$ cat src/rtl/rom_frame_reader.sv
// rom_frame_reader: raster-scan reader for a single-port synchronous image ROM.
// The pixels leave as a valid/ready stream tagged with sof/eol/eof. The ROM read
// latency is hidden behind a small credit-limited FIFO with registered outputs.
// The first pixel appears RD_LATENCY+2 cycles after the cycle in which frame_start
// is accepted. Backpressure stalls address issue through the credit check, so no
// pixel is lost or repeated.
// Optional macro ROM_FRAME_READER_LOOP_EN: streams frames back to back without end
// after the first frame_start.

module rom_frame_reader #(
  parameter int ADDR_WIDTH = 16,
  parameter int DATA_WIDTH = 24,
  parameter int IMG_W      = 256,
  parameter int IMG_H      = 256,
  parameter int BASE_ADDR  = 0,
  parameter int RD_LATENCY = 1
) (
  input  logic                  clk,
  input  logic                  rst_n,
  input  logic                  frame_start,
  output logic                  busy,
  output logic                  frame_done,
  output logic [ADDR_WIDTH-1:0] rom_addr,
  input  logic [DATA_WIDTH-1:0] rom_rd_data,
  output logic                  m_valid,
  input  logic                  m_ready,
  output logic [DATA_WIDTH-1:0] m_data,
  output logic                  m_sof,
  output logic                  m_eol,
  output logic                  m_eof
);

  // Credit covers one entry per ROM latency stage, plus the head entry, plus one
  // entry of slack. This sustains one pixel per clock with m_ready held high.
  localparam int FIFO_DEPTH = RD_LATENCY + 2;
  localparam int CNT_W      = $clog2(FIFO_DEPTH + 1);
  localparam int XW         = (IMG_W > 1) ? $clog2(IMG_W) : 1;
  localparam int YW         = (IMG_H > 1) ? $clog2(IMG_H) : 1;
  localparam int EW         = DATA_WIDTH + 3;

  localparam logic [ADDR_WIDTH-1:0] BASE   = ADDR_WIDTH'(BASE_ADDR);
  localparam logic [XW-1:0]         X_LAST = XW'(IMG_W - 1);
  localparam logic [YW-1:0]         Y_LAST = YW'(IMG_H - 1);

  typedef enum logic [1:0] {
    IDLE  = 2'd0,
    ISSUE = 2'd1,
    DRAIN = 2'd2
  } state_t;

  state_t state_q, state_d;

  logic [XW-1:0]         x_q, x_d;
  logic [YW-1:0]         y_q, y_d;
  logic [ADDR_WIDTH-1:0] rom_addr_q, rom_addr_d;

  logic [RD_LATENCY-1:0] pipe_vld_q;
  logic [2:0]            pipe_flg_q [RD_LATENCY];

  logic [EW-1:0]         fifo_q [FIFO_DEPTH];
  logic [EW-1:0]         fifo_d [FIFO_DEPTH];
  logic [CNT_W-1:0]      fifo_cnt_q, fifo_cnt_d;
  logic [CNT_W-1:0]      wr_idx;
  logic [CNT_W-1:0]      inflight;

  logic                  frame_done_q;

  logic                  accept;
  logic                  credit_ok;
  logic                  issue;
  logic                  x_last, y_last, frame_last;
  logic [2:0]            issue_flg;
  logic                  push, pop;
  logic [EW-1:0]         push_word;
  logic                  eof_hs;

  assign x_last     = (x_q == X_LAST);
  assign y_last     = (y_q == Y_LAST);
  assign frame_last = x_last && y_last;

  // The flags are computed at issue time and carried next to the ROM data.
  assign issue_flg  = {(x_q == '0) && (y_q == '0), x_last, frame_last};

  assign accept     = (state_q == IDLE) && frame_start;
  assign issue      = (state_q == ISSUE) && credit_ok;

  assign push       = pipe_vld_q[RD_LATENCY-1];
  assign push_word  = {rom_rd_data, pipe_flg_q[RD_LATENCY-1]};
  assign pop        = m_valid && m_ready;
  assign eof_hs     = pop && m_eof;

  // Count the issues that are still waiting for ROM data.
  always_comb begin
    inflight = '0;
    for (int i = 0; i < RD_LATENCY; i++) begin
      inflight = inflight + CNT_W'(pipe_vld_q[i]);
    end
  end

  // Issue only when every outstanding read already has a FIFO slot reserved.
  assign credit_ok = (int'(fifo_cnt_q) + int'(inflight) + 1) <= FIFO_DEPTH;

  // FSM state register.
  always_ff @(posedge clk or negedge rst_n) begin
    if (!rst_n) begin
      state_q <= IDLE;
    end else begin
      state_q <= state_d;
    end
  end

  // FSM next state. In loop mode ISSUE never ends, so the frame sequence is continuous.
  always_comb begin
    state_d = state_q;
    case (state_q)
      IDLE: begin
        if (frame_start) begin
          state_d = ISSUE;
        end
      end
      ISSUE: begin
`ifndef ROM_FRAME_READER_LOOP_EN
        if (issue && frame_last) begin
          state_d = DRAIN;
        end
`endif
      end
      DRAIN: begin
        if (eof_hs) begin
          state_d = IDLE;
        end
      end
      default: state_d = IDLE;
    endcase
  end

  // Raster counters and running ROM address. The address increments by one per
  // issue, so no multiply is needed.
  always_comb begin
    x_d        = x_q;
    y_d        = y_q;
    rom_addr_d = rom_addr_q;
    if (accept) begin
      x_d        = '0;
      y_d        = '0;
      rom_addr_d = BASE;
    end else if (issue) begin
      rom_addr_d = rom_addr_q + ADDR_WIDTH'(1);
      if (x_last) begin
        x_d = '0;
        if (y_last) begin
          y_d = '0;
`ifdef ROM_FRAME_READER_LOOP_EN
          rom_addr_d = BASE;
`endif
        end else begin
          y_d = y_q + YW'(1);
        end
      end else begin
        x_d = x_q + XW'(1);
      end
    end
  end

  // Counter and address registers.
  always_ff @(posedge clk or negedge rst_n) begin
    if (!rst_n) begin
      x_q        <= '0;
      y_q        <= '0;
      rom_addr_q <= BASE;
    end else begin
      x_q        <= x_d;
      y_q        <= y_d;
      rom_addr_q <= rom_addr_d;
    end
  end

  // Issue pipe: a valid bit and flags delayed to line up with the ROM read data.
  always_ff @(posedge clk or negedge rst_n) begin
    if (!rst_n) begin
      pipe_vld_q <= '0;
      for (int i = 0; i < RD_LATENCY; i++) begin
        pipe_flg_q[i] <= '0;
      end
    end else begin
      pipe_vld_q[0] <= issue;
      pipe_flg_q[0] <= issue_flg;
      for (int i = 1; i < RD_LATENCY; i++) begin
        pipe_vld_q[i] <= pipe_vld_q[i-1];
        pipe_flg_q[i] <= pipe_flg_q[i-1];
      end
    end
  end

  // Shift-register FIFO next state. Entry 0 is the head and drives the outputs
  // directly. A pop shifts zeros in from the top, so unused entries stay at zero
  // and the outputs read zero when the FIFO is empty.
  always_comb begin
    fifo_d     = fifo_q;
    fifo_cnt_d = fifo_cnt_q;
    wr_idx     = fifo_cnt_q;
    if (pop) begin
      for (int i = 0; i < FIFO_DEPTH - 1; i++) begin
        fifo_d[i] = fifo_q[i+1];
      end
      fifo_d[FIFO_DEPTH-1] = '0;
      wr_idx = fifo_cnt_q - CNT_W'(1);
    end
    for (int i = 0; i < FIFO_DEPTH; i++) begin
      if (push && (int'(wr_idx) == i)) begin
        fifo_d[i] = push_word;
      end
    end
    case ({push, pop})
      2'b10:   fifo_cnt_d = fifo_cnt_q + CNT_W'(1);
      2'b01:   fifo_cnt_d = fifo_cnt_q - CNT_W'(1);
      default: fifo_cnt_d = fifo_cnt_q;
    endcase
  end

  // FIFO storage and occupancy registers.
  always_ff @(posedge clk or negedge rst_n) begin
    if (!rst_n) begin
      fifo_cnt_q <= '0;
      for (int i = 0; i < FIFO_DEPTH; i++) begin
        fifo_q[i] <= '0;
      end
    end else begin
      fifo_cnt_q <= fifo_cnt_d;
      fifo_q     <= fifo_d;
    end
  end

  // Frame completion pulse, on the cycle after the eof pixel handshakes.
  always_ff @(posedge clk or negedge rst_n) begin
    if (!rst_n) begin
      frame_done_q <= 1'b0;
    end else begin
      frame_done_q <= eof_hs;
    end
  end

  assign busy       = (state_q != IDLE);
  assign frame_done = frame_done_q;
  assign rom_addr   = rom_addr_q;
  assign m_valid    = (fifo_cnt_q != '0);
  assign m_data     = fifo_q[0][EW-1:3];
  assign m_sof      = fifo_q[0][2];
  assign m_eol      = fifo_q[0][1];
  assign m_eof      = fifo_q[0][0];

  // The credit scheme must make these two conditions unreachable.
  a_no_push_full: assert property (@(posedge clk) disable iff (!rst_n)
    !(push && !pop && (fifo_cnt_q == CNT_W'(FIFO_DEPTH))));
  a_inflight_bound: assert property (@(posedge clk) disable iff (!rst_n)
    int'(inflight) <= FIFO_DEPTH);

endmodule

$ cat config.mk
export PLATFORM = sky130hd
export DESIGN_NAME = rom_frame_reader
export DESIGN_NICKNAME = d
export VERILOG_FILES = /design/src/rtl/rom_frame_reader.sv
export SDC_FILE = /design/constraint.sdc
export NUM_CORES = 1
export LEC_CHECK = 0
export CORE_UTILIZATION = 48
export DETAILED_ROUTE_END_ITERATION = 10
export HOLD_SLACK_MARGIN = 0.03
export PLACE_DENSITY = 0.81
export SLEW_MARGIN = 20
export SYNTH_ARGS = -nofsm -noshare
export SYNTH_HDL_FRONTEND = slang
export SYNTH_SLANG_ARGS = --single-unit
$ cat constraint.sdc
create_clock -name clk -period 2.86 [get_ports clk]
set_clock_uncertainty 0.05 [all_clocks]
set_input_delay 0.286 -clock clk [delete_from_list [all_inputs] [get_ports clk]]
set_output_delay 0.286 -clock clk [all_outputs]
set_load 0.03 [all_outputs]
==> Yosys cells after proc, flatten, opt, wreduce, memory -nomap -nowiden <==
Index checks and enable logic that the tools add are counted.
{ "word_totals": {"input_bits": 28, "regBits": 122, "output_inout_bits": 46, "elab_cells": 73} }
{ "classes": {"order_cmp": 1, "addsub": 7, "eq_ne": 11, "n_mux": 19, "n_reduce_logical": 24} }
{ "ops": {"columns": ["cell", "n"], "rows": [
  ["$mux W27", 3],
  ["$mux W81", 1],
  ["$mux W8", 7],
  ["$mux W16", 2],
  ["$add A16 B1 Y16 const B", 1],
  ["$add A8 B1 Y8 const B", 2],
  ["$eq A8 B8 Y1 const B", 2],
  ["$logic_not A8 Y1", 2],
  ["$reduce_bool A2 Y1", 8],
  ["$logic_and A1 B1 Y1", 10],
  ["$eq A2 B2 Y1 const B", 4],
  ["$mux W2", 4],
  ["$pmux W2 S3", 1],
  ["$add A3 B1 Y4 const B", 1],
  ["$eq A2 B1 Y1 const B", 2],
  ["$le A4 B2 Y1 const B", 1],
  ["$logic_not A2 Y1", 2],
  ["$ne A2 B2 Y1 const B", 2],
  ["$pmux W2 S2", 1],
  ["$add A2 B1 Y3", 1],
  ["$reduce_and A3 Y1", 1],
  ["$add A2 B1 Y2 const B", 1],
  ["$ne A2 B1 Y1 const B", 1],
  ["$reduce_and A2 Y1", 1],
  ["$sub A2 B1 Y2 const B", 1]
]} }

==> Depth between registers and ports, before layout <==
{ "depth": {"ltp_word": 7, "mapped_depth": 10} }

==> Worst setup path before layout <==
OpenSTA, ideal clock, no wires.
{ "synth_timing": {"path_kind": "reg2reg", "from": "reg fifo_cnt_q[0]", "to": "reg fifo_cnt_q[1]", "path_stages_with_launch": 11, "t_arrival_ns": 1.915, "path_slack_ns": 0.768, "path_cell_list": "dfrtp_1 buf_6 inv_1 ha_1 nand2b_1 inv_1 buf_2 buf_2 ha_1 nand2_1 o21ai_0"} }
{ "synth_via": {"elab_chain_cells": 4} }
{ "synth_lines": {"columns": ["item", "line_no", "source"], "rows": [
  ["start: declaration", "62", "logic [CNT_W-1:0] fifo_cnt_q, fifo_cnt_d;"],
  ["start signal: assignment", "229", "fifo_cnt_q <= fifo_cnt_d;"],
  ["$reduce_bool A2 Y1", "246", "assign m_valid = (fifo_cnt_q != '0);"],
  ["$logic_and A1 B1 Y1", "89", "assign pop = m_valid && m_ready;"],
  ["$eq A2 B1 Y1 or $eq A2 B2 Y1 (tied branches)", "214", "case ({push, pop})"],
  ["$pmux W2 S2 or $reduce_bool A2 Y1 (tied branches)", null, null]
]} }
Parallel ways exist; a longest one is shown, timed or not.
A chain may end at the register's enable or synchronous reset.

==> Worst setup path after layout <==
{ "layout_timing": {"from": "reg fifo_cnt_q[0]", "to": "reg fifo_q[39] (netlist name)"} }
{ "layout_via": {"elab_chain_cells": 6} }
{ "layout_lines": {"columns": ["item", "line_no", "source"], "rows": [
  ["parallel branches: the longest is 6 deep, another holds $sub A2 B1 Y2", null, null],
  ["end signal: assignment", "230", "fifo_q <= fifo_d;"],
  ["end: declaration", "60", "logic [EW-1:0] fifo_q [FIFO_DEPTH];"]
]} }
Parallel ways; which one is timed is not known.

==> reports/metrics.cfg <==
[clocking]
cts_max_level=4
clk_pin_slew_worst_paths_ns=0.06
postCtsSetupRepairBufs=0
max-clock-path-buffers=2
clock_latency_ns=0.42
cts_sinks=122
cts.repair.resized=0
cts_tree=built
cts_root_buffer=clkbuf_16
cts_inserted_buffers=17

[setup_path]
path_class=register to register
arrival_ns=2.72
crit_fanout=20
startpoint_type=register
required_ns=3.14
cp-end-kind=register

[yosys]
synth_edf_count=0
synth_area_um2=6130
syn_nets=580
ys_warn_count=0
postSynthAreaPerCell_um2=11.2
yosysSeqAreaShare=0.498
synthCells=545
ys_types=52
synthArstFlopShare=1.00
synth_seq_cells=122
synth-main-ff-cell=dfrtp_1

[final_layout]
fin_util=0.620
final_nets=638
num_antenna_cells=0
fin_area_um2=7570
fillers=1003
syn_to_final_growth_pct=23.5
drive_above_1_share=0.104
register_area_um2=3050
multiInputGateArea_um2=2630
fin_cells=784

[timing]
slew_headroom=0.597
slew_viol_final=0
rsz0062_at_grt=false
tns_ns=0
final_hold_viol_count=0
tightest_slew_ns=0.602
timing.final.crit_share=0.853
setup_viol=0
post-route-min-period_ns=2.44
fmax_mhz=410

[drt]
drtIter0Drc=194
ant_nets=0
dr.pass1.iters=5
viasPerCell=5.48
wl_per_cell_um=16.1
wirelength_mm=12.6
drc_errors=0
via_count=4299

[grt]
antenna_found_initial=0
grt_pass1_wl_mm=21.1
gr-total-overflow=0
grt.total_usage=0.208
grt_start_max_net_pins=64
grt_pass1_vias=4464

[run]
max_cap_violations=0

[place]
dpl.hpwl_mm=8.52
dpl_cell_area_um2=6920
globalplace.congestion=0.879
portBuffers=73
dp.cells=751

[power_and_ir_drop]
power.density_nw_per_um2=1100
ir_worst_vdd_mv=0.726
p_leak_nw=3.94

[run_status]
status=completed

[floorplan]
die_area_um2=13200
ios=74
initial_core_util=0.502
die_y_um=115
die_w_um=115
rows=40
core-area_um2=12200

[hold_path]
holdCritPathClass=primary input to register

## critical path: stages, from the launching register on
cell,delay [ns]
dfrtp_1,0.48
inv_1,0.15
ha_1,0.19
nand2b_2,0.14
clkinv_1,0.18
and3_1,0.28
o21ai_4,0.37
buf_12,0.26
mux2i_1,0.24
## metrics by stage
stage | power (W) | hold slack [ns] | setup WS (ns)
after floorplan | 0.00518 | -0.0596 | 0.768
after global placement | 0.00587 | 0.264 | 0.659
after detailed placement | 0.00603 | 0.273 | 0.478
after CTS | 0.00838 | 0.404 | 0.414
after global routing | 0.00875 | 0.430 | 0.239
final | 0.00831 | 0.415 | 0.421
## layout make-up
| cell class | instances | share of cell area |
|---|---|---|
| inverter | 41 | 0.0203 |
| sequential | 122 | 0.403 |
| clock inverter | 13 | 0.0263 |
| multi-input combinational | 333 | 0.347 |
| clock buffer | 19 | 0.0585 |
| timing repair buffer | 88 | 0.116 |
| tap | 168 | 0.0278 |
## path summary, 6_finish.rpt
path                                start            end  slack, ns  cells after the start
setup / recovery            fifo_cnt_q[0]     fifo_q[39]       0.42                      8
setup reg to reg            fifo_cnt_q[0]     fifo_q[39]       0.42                      8
max in group asynchronous           rst_n     fifo_q[44]       1.63                      3
hold reg to reg                fifo_q[12]     fifo_q[12]       0.47                      2
hold / removal             rom_rd_data[1]     fifo_q[31]       0.42                      3
min in group asynchronous           rst_n  fifo_cnt_q[1]       0.43                      2
## layer usage
layer / global-route usage / part of all wire / vias up
li1: - / - / 2018
met1: 0.258 / 0.43 / 2127
met2: 0.345 / 0.50 / 128
met3: 0.0490 / 0.048 / 26
met4: 0.0952 / 0.020 / 0
met5: 0 / 0 / -
## cell usage in the layout, fill, tap and decap left out, types with 4 or more instances in the layout
cell / synthesis / routed
a21oi_1: 7 / 7
and2_1: 4 / 4
and3_1: 6 / 6
and4_1: 4 / 4
buf_4: 33 / 12
bufinv_16: 0 / 5
clkbuf_16: 0 / 17
clkdlybuf4s50_1: 0 / 72
clkinv_2: 0 / 5
dfrtp_1: 122 / 122
ha_1: 7 / 7
inv_1: 41 / 40
mux2i_1: 139 / 139
nand2_1: 49 / 49
nand3_1: 16 / 16
nand4_1: 8 / 8
nor2_1: 14 / 14
nor3_1: 6 / 6
nor4_1: 4 / 4
o211ai_1: 5 / 5
o21ai_0: 9 / 7
o21ai_4: 1 / 4
o31ai_1: 5 / 5
or3_1: 4 / 4
xor2_1: 7 / 7
## cells by family after synthesis
logic type,share of synthesized area
muxes,0.227
xor gates and xnor gates,0.0143
DFF,0.498
AOI/OAI and AO/OA,0.0494
and+or+nand+nor,0.118
adders and majority gates,0.0143
buffers and inverters,0.0786
## power breakdown
part	internal (W)	switching, W
sequential	0.00230	0.000434
combinational	0.00147	0.00180
clock	0.00156	0.000748
total	0.00533	0.00298
## synth_stat cells (2+ instances only)
cell type / number / area [µm²]
a21o_1: 2 / 15.0
a21oi_1: 7 / 35.0
a31oi_1: 2 / 12.5
and2_1: 4 / 25.0
and3_1: 6 / 37.5
and4_1: 4 / 35.0
buf_2: 10 / 50.1
buf_4: 33 / 248
clkbuf_1: 4 / 15.0
dfrtp_1: 122 / 3050
ha_1: 7 / 87.6
inv_1: 41 / 154
mux2i_1: 139 / 1390
nand2_1: 49 / 184
nand3_1: 16 / 80.1
nand4_1: 8 / 50.1
nand4_4: 2 / 42.5
nor2_1: 14 / 52.6
nor3_1: 6 / 30.0
nor4_1: 4 / 25.0
nor4b_1: 2 / 17.5
o211ai_1: 5 / 37.5
o21ai_0: 9 / 45.0
o311ai_0: 2 / 17.5
o31ai_1: 5 / 37.5
or2_2: 3 / 18.8
or3_1: 4 / 25.0
or4_1: 3 / 22.5
xnor2_1: 3 / 26.3
xor2_1: 7 / 61.3
## flip-flops by register name, indices dropped and copies added (netlist names)
signal,count
fifo_q,54
x_q,8
pipe_flg_q,3
m_data,24
m_sof,1
rom_addr,16
pipe_vld_q,1
fifo_cnt_q,2
m_eof,1
m_eol,1
y_q,8
state_q,2
frame_done,1
## what timing repair did
action	in CTS	in global routing
hold endpoints to repair	40	0
hold buffers	1	0
endpoints found under the setup margin	0	0
Power figures use the tool's default switching activity.
